===== src/rtl/lm32_logic_op_recover.sv =====
// lm32_logic_op_recover
//   Rebuilds the 4-bit LM32 logic_op truth table from observed
//   (operand_0, operand_1, result) word triples. The minterm index of bit i is
//   {operand_1[i], operand_0[i]}. A result that no single logic op can explain
//   is flagged as a conflict. A run that reaches MAX_SAMPLES samples with
//   minterms still unknown is flagged as a timeout.
//   Optional feature macro: LM32_LOGIC_RECOVER_DIAG_EN adds conflict_bit_x and
//   conflict_minterm_x, which give the position and minterm of the first
//   conflicting bit.
module lm32_logic_op_recover #(
  parameter int WORD_WIDTH  = 32,
  parameter int MAX_SAMPLES = 16,
  parameter int CNT_WIDTH   = 5
) (
  input  logic                  clk_i,
  input  logic                  rst_i,
  input  logic                  start_x,
  input  logic                  sample_valid_x,
  output logic                  sample_ready_x,
  input  logic [WORD_WIDTH-1:0] operand_0_x,
  input  logic [WORD_WIDTH-1:0] operand_1_x,
  input  logic [WORD_WIDTH-1:0] logic_result_x,
  output logic [3:0]            recovered_op_x,
  output logic [3:0]            op_known_x,
  output logic                  done_x,
  output logic                  conflict_x,
  output logic                  timeout_x,
`ifdef LM32_LOGIC_RECOVER_DIAG_EN
  output logic [$clog2(WORD_WIDTH)-1:0] conflict_bit_x,
  output logic [1:0]                    conflict_minterm_x,
`endif
  output logic [CNT_WIDTH-1:0]  sample_count_x
);

  typedef enum logic [1:0] {IDLE, COLLECT, DONE, ERROR} state_t;

  state_t               state_q, state_d;
  logic [3:0]           op_q, op_d;
  logic [3:0]           known_q, known_d;
  logic [CNT_WIDTH-1:0] cnt_q, cnt_d;
  logic                 done_q, done_d;
  logic                 conf_q, conf_d;
  logic                 tmo_q, tmo_d;

  logic                  accept;
  logic [WORD_WIDTH-1:0] match [4];
  logic [3:0]            hit, v1, v0;
  logic [3:0]            new_mask;
  logic [3:0]            known_upd;
  logic [3:0]            op_upd;
  logic                  conflict;
  logic [CNT_WIDTH:0]    cnt_inc;
  logic                  timeout_hit;

  assign sample_ready_x = (state_q == COLLECT) & ~start_x;
  assign accept         = sample_valid_x & sample_ready_x;

  // Per-minterm bit masks and the hit / result-one / result-zero summaries.
  for (genvar gi = 0; gi < 4; gi++) begin : g_minterm
    localparam logic [1:0] M = 2'(gi);
    assign match[gi] = ~({WORD_WIDTH{M[1]}} ^ operand_1_x) &
                       ~({WORD_WIDTH{M[0]}} ^ operand_0_x);
    assign hit[gi] = |match[gi];
    assign v1[gi]  = |(match[gi] & logic_result_x);
    assign v0[gi]  = |(match[gi] & ~logic_result_x);
  end

  // A minterm contradicts itself within the sample, or disagrees with what an earlier sample established.
  assign conflict  = (|(v1 & v0)) | (|(known_q & hit & (v1 ^ op_q)));
  assign new_mask  = hit & ~known_q;
  assign known_upd = known_q | hit;
  assign op_upd    = (op_q & ~new_mask) | (v1 & new_mask);

  assign cnt_inc     = {1'b0, cnt_q} + (CNT_WIDTH+1)'(1);
  assign timeout_hit = (MAX_SAMPLES != 0) && (cnt_inc == (CNT_WIDTH+1)'(MAX_SAMPLES));

`ifdef LM32_LOGIC_RECOVER_DIAG_EN
  localparam int BIT_W = $clog2(WORD_WIDTH);

  logic [BIT_W-1:0]      cbit_q, cbit_d;
  logic [1:0]            cmin_q, cmin_d;
  logic [WORD_WIDTH-1:0] bad_bits [4];
  logic [WORD_WIDTH-1:0] bit_conf;
  logic [BIT_W-1:0]      cbit_pos;

  // A bit is bad if it differs from the lowest bit of its own minterm or from the already-known value of that minterm.
  for (genvar gi = 0; gi < 4; gi++) begin : g_diag
    logic [WORD_WIDTH-1:0] first_sel;
    logic                  first_res;
    assign first_sel    = match[gi] & (~match[gi] + WORD_WIDTH'(1));
    assign first_res    = |(first_sel & logic_result_x);
    assign bad_bits[gi] = match[gi] &
                          ((logic_result_x ^ {WORD_WIDTH{first_res}}) |
                           ({WORD_WIDTH{known_q[gi]}} & (logic_result_x ^ {WORD_WIDTH{op_q[gi]}})));
  end

  assign bit_conf = bad_bits[0] | bad_bits[1] | bad_bits[2] | bad_bits[3];

  // Lowest-index bad bit; scanning downward lets the lowest index win.
  always_comb begin
    cbit_pos = '0;
    for (int i = WORD_WIDTH - 1; i >= 0; i--) begin
      if (bit_conf[i]) cbit_pos = BIT_W'(i);
    end
  end

  assign conflict_bit_x     = cbit_q;
  assign conflict_minterm_x = cmin_q;
`endif

  // Next-state and next-register values for the run controller.
  always_comb begin
    state_d = state_q;
    op_d    = op_q;
    known_d = known_q;
    cnt_d   = cnt_q;
    done_d  = done_q;
    conf_d  = conf_q;
    tmo_d   = tmo_q;
`ifdef LM32_LOGIC_RECOVER_DIAG_EN
    cbit_d  = cbit_q;
    cmin_d  = cmin_q;
`endif
    if (start_x) begin
      state_d = COLLECT;
      op_d    = '0;
      known_d = '0;
      cnt_d   = '0;
      done_d  = 1'b0;
      conf_d  = 1'b0;
      tmo_d   = 1'b0;
`ifdef LM32_LOGIC_RECOVER_DIAG_EN
      cbit_d  = '0;
      cmin_d  = '0;
`endif
    end else if (accept) begin
      cnt_d = cnt_inc[CNT_WIDTH] ? cnt_q : cnt_inc[CNT_WIDTH-1:0];
      if (conflict) begin
        // A conflicting sample leaves the table as it was.
        state_d = ERROR;
        conf_d  = 1'b1;
`ifdef LM32_LOGIC_RECOVER_DIAG_EN
        cbit_d  = cbit_pos;
        cmin_d  = {operand_1_x[cbit_pos], operand_0_x[cbit_pos]};
`endif
      end else begin
        op_d    = op_upd;
        known_d = known_upd;
        if (known_upd == 4'hF) begin
          state_d = DONE;
          done_d  = 1'b1;
        end else if (timeout_hit) begin
          state_d = ERROR;
          tmo_d   = 1'b1;
        end
      end
    end
  end

  // State registers with synchronous reset.
  always_ff @(posedge clk_i) begin
    if (rst_i) begin
      state_q <= IDLE;
      op_q    <= '0;
      known_q <= '0;
      cnt_q   <= '0;
      done_q  <= 1'b0;
      conf_q  <= 1'b0;
      tmo_q   <= 1'b0;
`ifdef LM32_LOGIC_RECOVER_DIAG_EN
      cbit_q  <= '0;
      cmin_q  <= '0;
`endif
    end else begin
      state_q <= state_d;
      op_q    <= op_d;
      known_q <= known_d;
      cnt_q   <= cnt_d;
      done_q  <= done_d;
      conf_q  <= conf_d;
      tmo_q   <= tmo_d;
`ifdef LM32_LOGIC_RECOVER_DIAG_EN
      cbit_q  <= cbit_d;
      cmin_q  <= cmin_d;
`endif
    end
  end

  assign recovered_op_x = op_q;
  assign op_known_x     = known_q;
  assign done_x         = done_q;
  assign conflict_x     = conf_q;
  assign timeout_x      = tmo_q;
  assign sample_count_x = cnt_q;

endmodule

===== config.mk =====
export PLATFORM = sky130hd
export DESIGN_NAME = lm32_logic_op_recover
export DESIGN_NICKNAME = d
export VERILOG_FILES = /design/src/rtl/lm32_logic_op_recover.sv
export SDC_FILE = /design/constraint.sdc
export NUM_CORES = 1
export LEC_CHECK = 0
export ABC_AREA = 1
export CAP_MARGIN = 0
export CORE_MARGIN = 2
export CORE_UTILIZATION = 50
export DETAILED_ROUTE_END_ITERATION = 12
export PLACE_DENSITY = 0.87
export REMOVE_ABC_BUFFERS = 1
export SYNTH_ARGS = -nofsm -noshare
export SYNTH_HDL_FRONTEND = slang
export SYNTH_SLANG_ARGS = --single-unit
export TNS_END_PERCENT = 10

===== constraint.sdc =====
create_clock -name clk_i -period 4.7 [get_ports clk_i]
set_input_delay 1.41 -clock clk_i [delete_from_list [all_inputs] [get_ports clk_i]]
set_output_delay 1.41 -clock clk_i [all_outputs]
set_load 0.005 [all_outputs]

### After elaboration in Yosys (flattened, before gate mapping)

Index checks and enable logic that the tools add are counted.
W data, S select, Z words.

* add/sub/neg operators: 1
* equality and inequality tests: 3
* multiplexer cells: 5
* bitwise logic cells: 35
* reduce and logical (&&, ||, !) cells: 25

Operators by type and width (count)
* $and A32 B32 Y32: 12
* $reduce_or A32 Y1: 12
* $not A32 Y32: 5
* $and A4 B4 Y4: 6
* $reduce_and A2 Y1: 5
* $not A4 Y4: 2
* $or A4 B4 Y4: 2
* $reduce_or A4 Y1: 2
* $add A5 B1 Y6 const B: 1
* $eq A6 B5 Y1 const B: 1
* $mux W2: 3
* $eq A4 B4 Y1 const B: 1
* $not A1 Y1: 4
* $reduce_and A4 Y1: 1
* $reduce_bool A4 Y1: 1
* $xor A4 B4 Y4: 1
* $reduce_and A3 Y1: 1
* $reduce_bool A3 Y1: 1
* $and A1 B1 Y1: 2
* $eq A2 B1 Y1 const B: 1
* $mux W1: 2
* $reduce_bool A2 Y1: 1
* $reduce_or A2 Y1: 1
* $or A1 B1 Y1: 1

* register bits after elaboration: 18
* input port bits: 100

### Depth between registers and ports, before layout

* depth in word-level cells: 12
* depth in mapped cells: 17

### Least setup slack after synthesis

OpenSTA, ideal clock, no wires.

* kind: input port to output port
* start: in start_x
* end: out sample_ready_x
* data arrival time: 1627 ps
* setup slack: 1663 ps
* stages: 3
* buffers on the path: 0
* cell sequence: inv_1 -> nand2_1 -> nor2_1

* cells in the longest elaborated chain, start to end: 2

RTL lines
* from (decl): RTL line 17 `input logic start_x,`
* $not A1 Y1: RTL line 55 `assign sample_ready_x = (state_q == COLLECT) & ~start_x;`
* $and A1 B1 Y1: RTL line 55
* to (decl): RTL line 19 `output logic sample_ready_x,`

Every way passes these cells.

### Final worst setup path

Ends and elaborated chain as after synthesis.

==> results.json <==
{
  "status": "completed",
  "ios": 117,
  "numCtsBuffers": 3,
  "path_clk_slew_ps": 70,
  "drc_errors": 0,
  "cts_max_level": 1,
  "drive_gt1_share_pct": 5.37,
  "arrival_ps": 2610,
  "period_share_pct": 85.5,
  "multi_input_area_sq_um": 3570,
  "num_rows": 34,
  "firstDrtPassIters": 7,
  "cp_common_cell": "clkdlybuf4s50_1",
  "core_sq_um": 8720,
  "globalplace.congestion": 0.967,
  "setup_tns_ps": 0,
  "tightest_slew_ps": 426,
  "worstPathMaxFanout": 2,
  "seq_area_sq_um": 360,
  "vdd_drop_max_uv": 133,
  "crit_chain": "clkdlybuf4s50_1 > inv_1 > nand2_1 > nor2_1 > clkdlybuf4s50_1",
  "end_kind": "output pin",
  "cts_tree": "done",
  "yosys_register_bits": 18,
  "min_path_type": "reg2reg",
  "fin_crit_ps": 4020,
  "syn2layout_area_growth_pct": 28.2,
  "numPortBuffers": 116,
  "clk_latency_ps": 260,
  "fillers": 856,
  "cts_setup_buffers": 0,
  "clock_skew_ps": 5.93,
  "num_vias": 6337,
  "final_core_util_pct": 65.8,
  "synth_cell_types": 28,
  "synth_area_sq_um": 4480,
  "grt.overflow.total": 0,
  "yosys_warnings": 0,
  "cts_max_path_buffers": 2,
  "cp_slowest_cell": "clkdlybuf4s50_1",
  "avgSynthCellArea_sq_um": 4.60,
  "final_cell_mix": "nand2_1 (366), nor2_1 (163), nand3_1 (152), clkdlybuf4s50_1 (116), inv_1 (97)",
  "grt_max_degree": 14,
  "cp_num_buf_inv": 3,
  "drt_iter0_markers": 455,
  "p_per_area_nw_per_um2": 124,
  "chipWidth_um": 98.6,
  "slew_headroom_pct": 71.5,
  "slowest_delay_ps": 520,
  "maxCapViolCount": 0,
  "p_leak_nw": 2.97,
  "critical_path_class": "in2out",
  "cp.required_ps": 3290,
  "dpl.hpwl_mm": 12.0,
  "numClockSinks": 18,
  "start_util_pct": 51.3,
  "path_delay_family": "buffers and inverters",
  "fmax_ghz": 0.249,
  "grt_pass1_vias": 5657,
  "ys_seq_area_share_pct": 8.05,
  "finalHoldViolCount": 0,
  "avgViaCountPerCell": 5.33,
  "antenna_found_initial": 0,
  "die_area_sq_um": 9730,
  "hold_buffers": 0,
  "fin_nets": 1182,
  "root_buffer": "clkbuf_8",
  "drt_wl_total_mm": 14.6,
  "synth_cells": 973,
  "final_common_cell": "nand2_1",
  "wl_per_cell_um": 12.3,
  "n_antenna_cell": 0,
  "slew_viol_final": 0,
  "critPathLaunchType": "primary input",
  "fp.dieH_um": 98.6,
  "cts_resized": 0,
  "grt_pass1_wl_mm": 24.2,
  "drtAntennaViolNets": 0,
  "setup_viol": 0,
  "rsz0062_at_grt": "no",
  "grt_use_total_pct": 28.8
}
-- layer usage --
| layer | up-vias | wire (um) | global-route usage, % |
|---|---|---|---|
| met4 | 0 | 345 | 7.06 |
| met1 | 2716 | 6570 | 38.8 |
| met2 | 301 | 6520 | 48.9 |
| met3 | 30 | 1170 | 3.62 |
| met5 | - | 0 | 0 |
| li1 | 3290 | - | - |
-- logic make-up after synthesis --
logic type	after synthesis	synth area share, %
flip-flops	18	8.05
AO/OA/AOI/OAI	89	9.97
buffers and inverters	136	12.3
adder cells (fa/ha/maj)	1	0.279
XOR/XNOR	3	0.587
AND/OR/NAND/NOR	726	68.8
-- final cells by class --
class                   instances  share of cell area, %
clock buffers                   4                  0.959
inverters                     123                   8.04
multi-input cells             819                   62.1
flip-flops and latches         18                   6.28
well taps                     108                   2.35
repair buffers                116                   20.2
-- Yosys cell counts --
master / count / share of area [%]
buf_6: 1 / 0.25
nor3b_1: 1 / 0.17
nand2_2: 6 / 0.84
clkbuf_8: 1 / 0.31
a21oi_1: 25 / 2.8
nor2_2: 12 / 1.7
or4_1: 1 / 0.17
nand3_1: 152 / 17
dfxtp_1: 18 / 8.0
nand2_4: 1 / 0.25
nor3_1: 4 / 0.45
nor2_1: 163 / 14
o21ai_0: 50 / 5.6
xnor2_1: 2 / 0.39
buf_2: 8 / 0.89
buf_4: 3 / 0.50
nor2_4: 3 / 0.75
nand2_1: 366 / 31
o21ai_1: 13 / 1.5
ha_1: 1 / 0.28
nand3b_1: 4 / 0.67
xor2_1: 1 / 0.20
nand3_2: 5 / 1.1
nand4_1: 7 / 0.98
inv_1: 97 / 8.1
inv_2: 26 / 2.2
o22ai_1: 1 / 0.14
nor2_8: 1 / 0.45
-- worst min-delay path, cell delays in order, from the launching register on --
cell	delay [ps]
dfxtp_1	310
inv_1	50
a21oi_1	50
-- power by group --
| group | total (mW) | switching (mW) | internal [mW] |
|---|---|---|---|
| clock network | 0.128 | 0.0536 | 0.0745 |
| logic | 0.429 | 0.260 | 0.170 |
| registers | 0.155 | 0.00124 | 0.154 |
-- final timing paths --
| kind | startpoint | to | slack (ps) | cells after the start |
|---|---|---|---|---|
| max | start_x | sample_ready_x | 680 | 5 |
| min | done_x | done_x | 450 | 2 |
| max reg2reg | sample_count_x[0] | state_q[1] | 2910 | 10 |
| min reg2reg | done_x | done_x | 450 | 2 |
-- per-stage QoR --
| stage | cells | power, mW | area (sq um) | hold slack, ps | setup WS (ps) |
|---|---|---|---|---|---|
| final | 1188 | 0.713 | 5740 | 455 | 681 |
| after global routing | 1188 | 0.773 | 5740 | 495 | 608 |
| after CTS | 1188 | 0.704 | 5740 | 453 | 698 |
| after detailed placement | 1184 | 0.577 | 5690 | 442 | 701 |
| after global placement | 1184 | 0.575 | 5690 | 442 | 723 |
| after floorplan | 960 | 0.380 | 4390 | 433 | 1660 |
(Power assumes the default switching activity.)
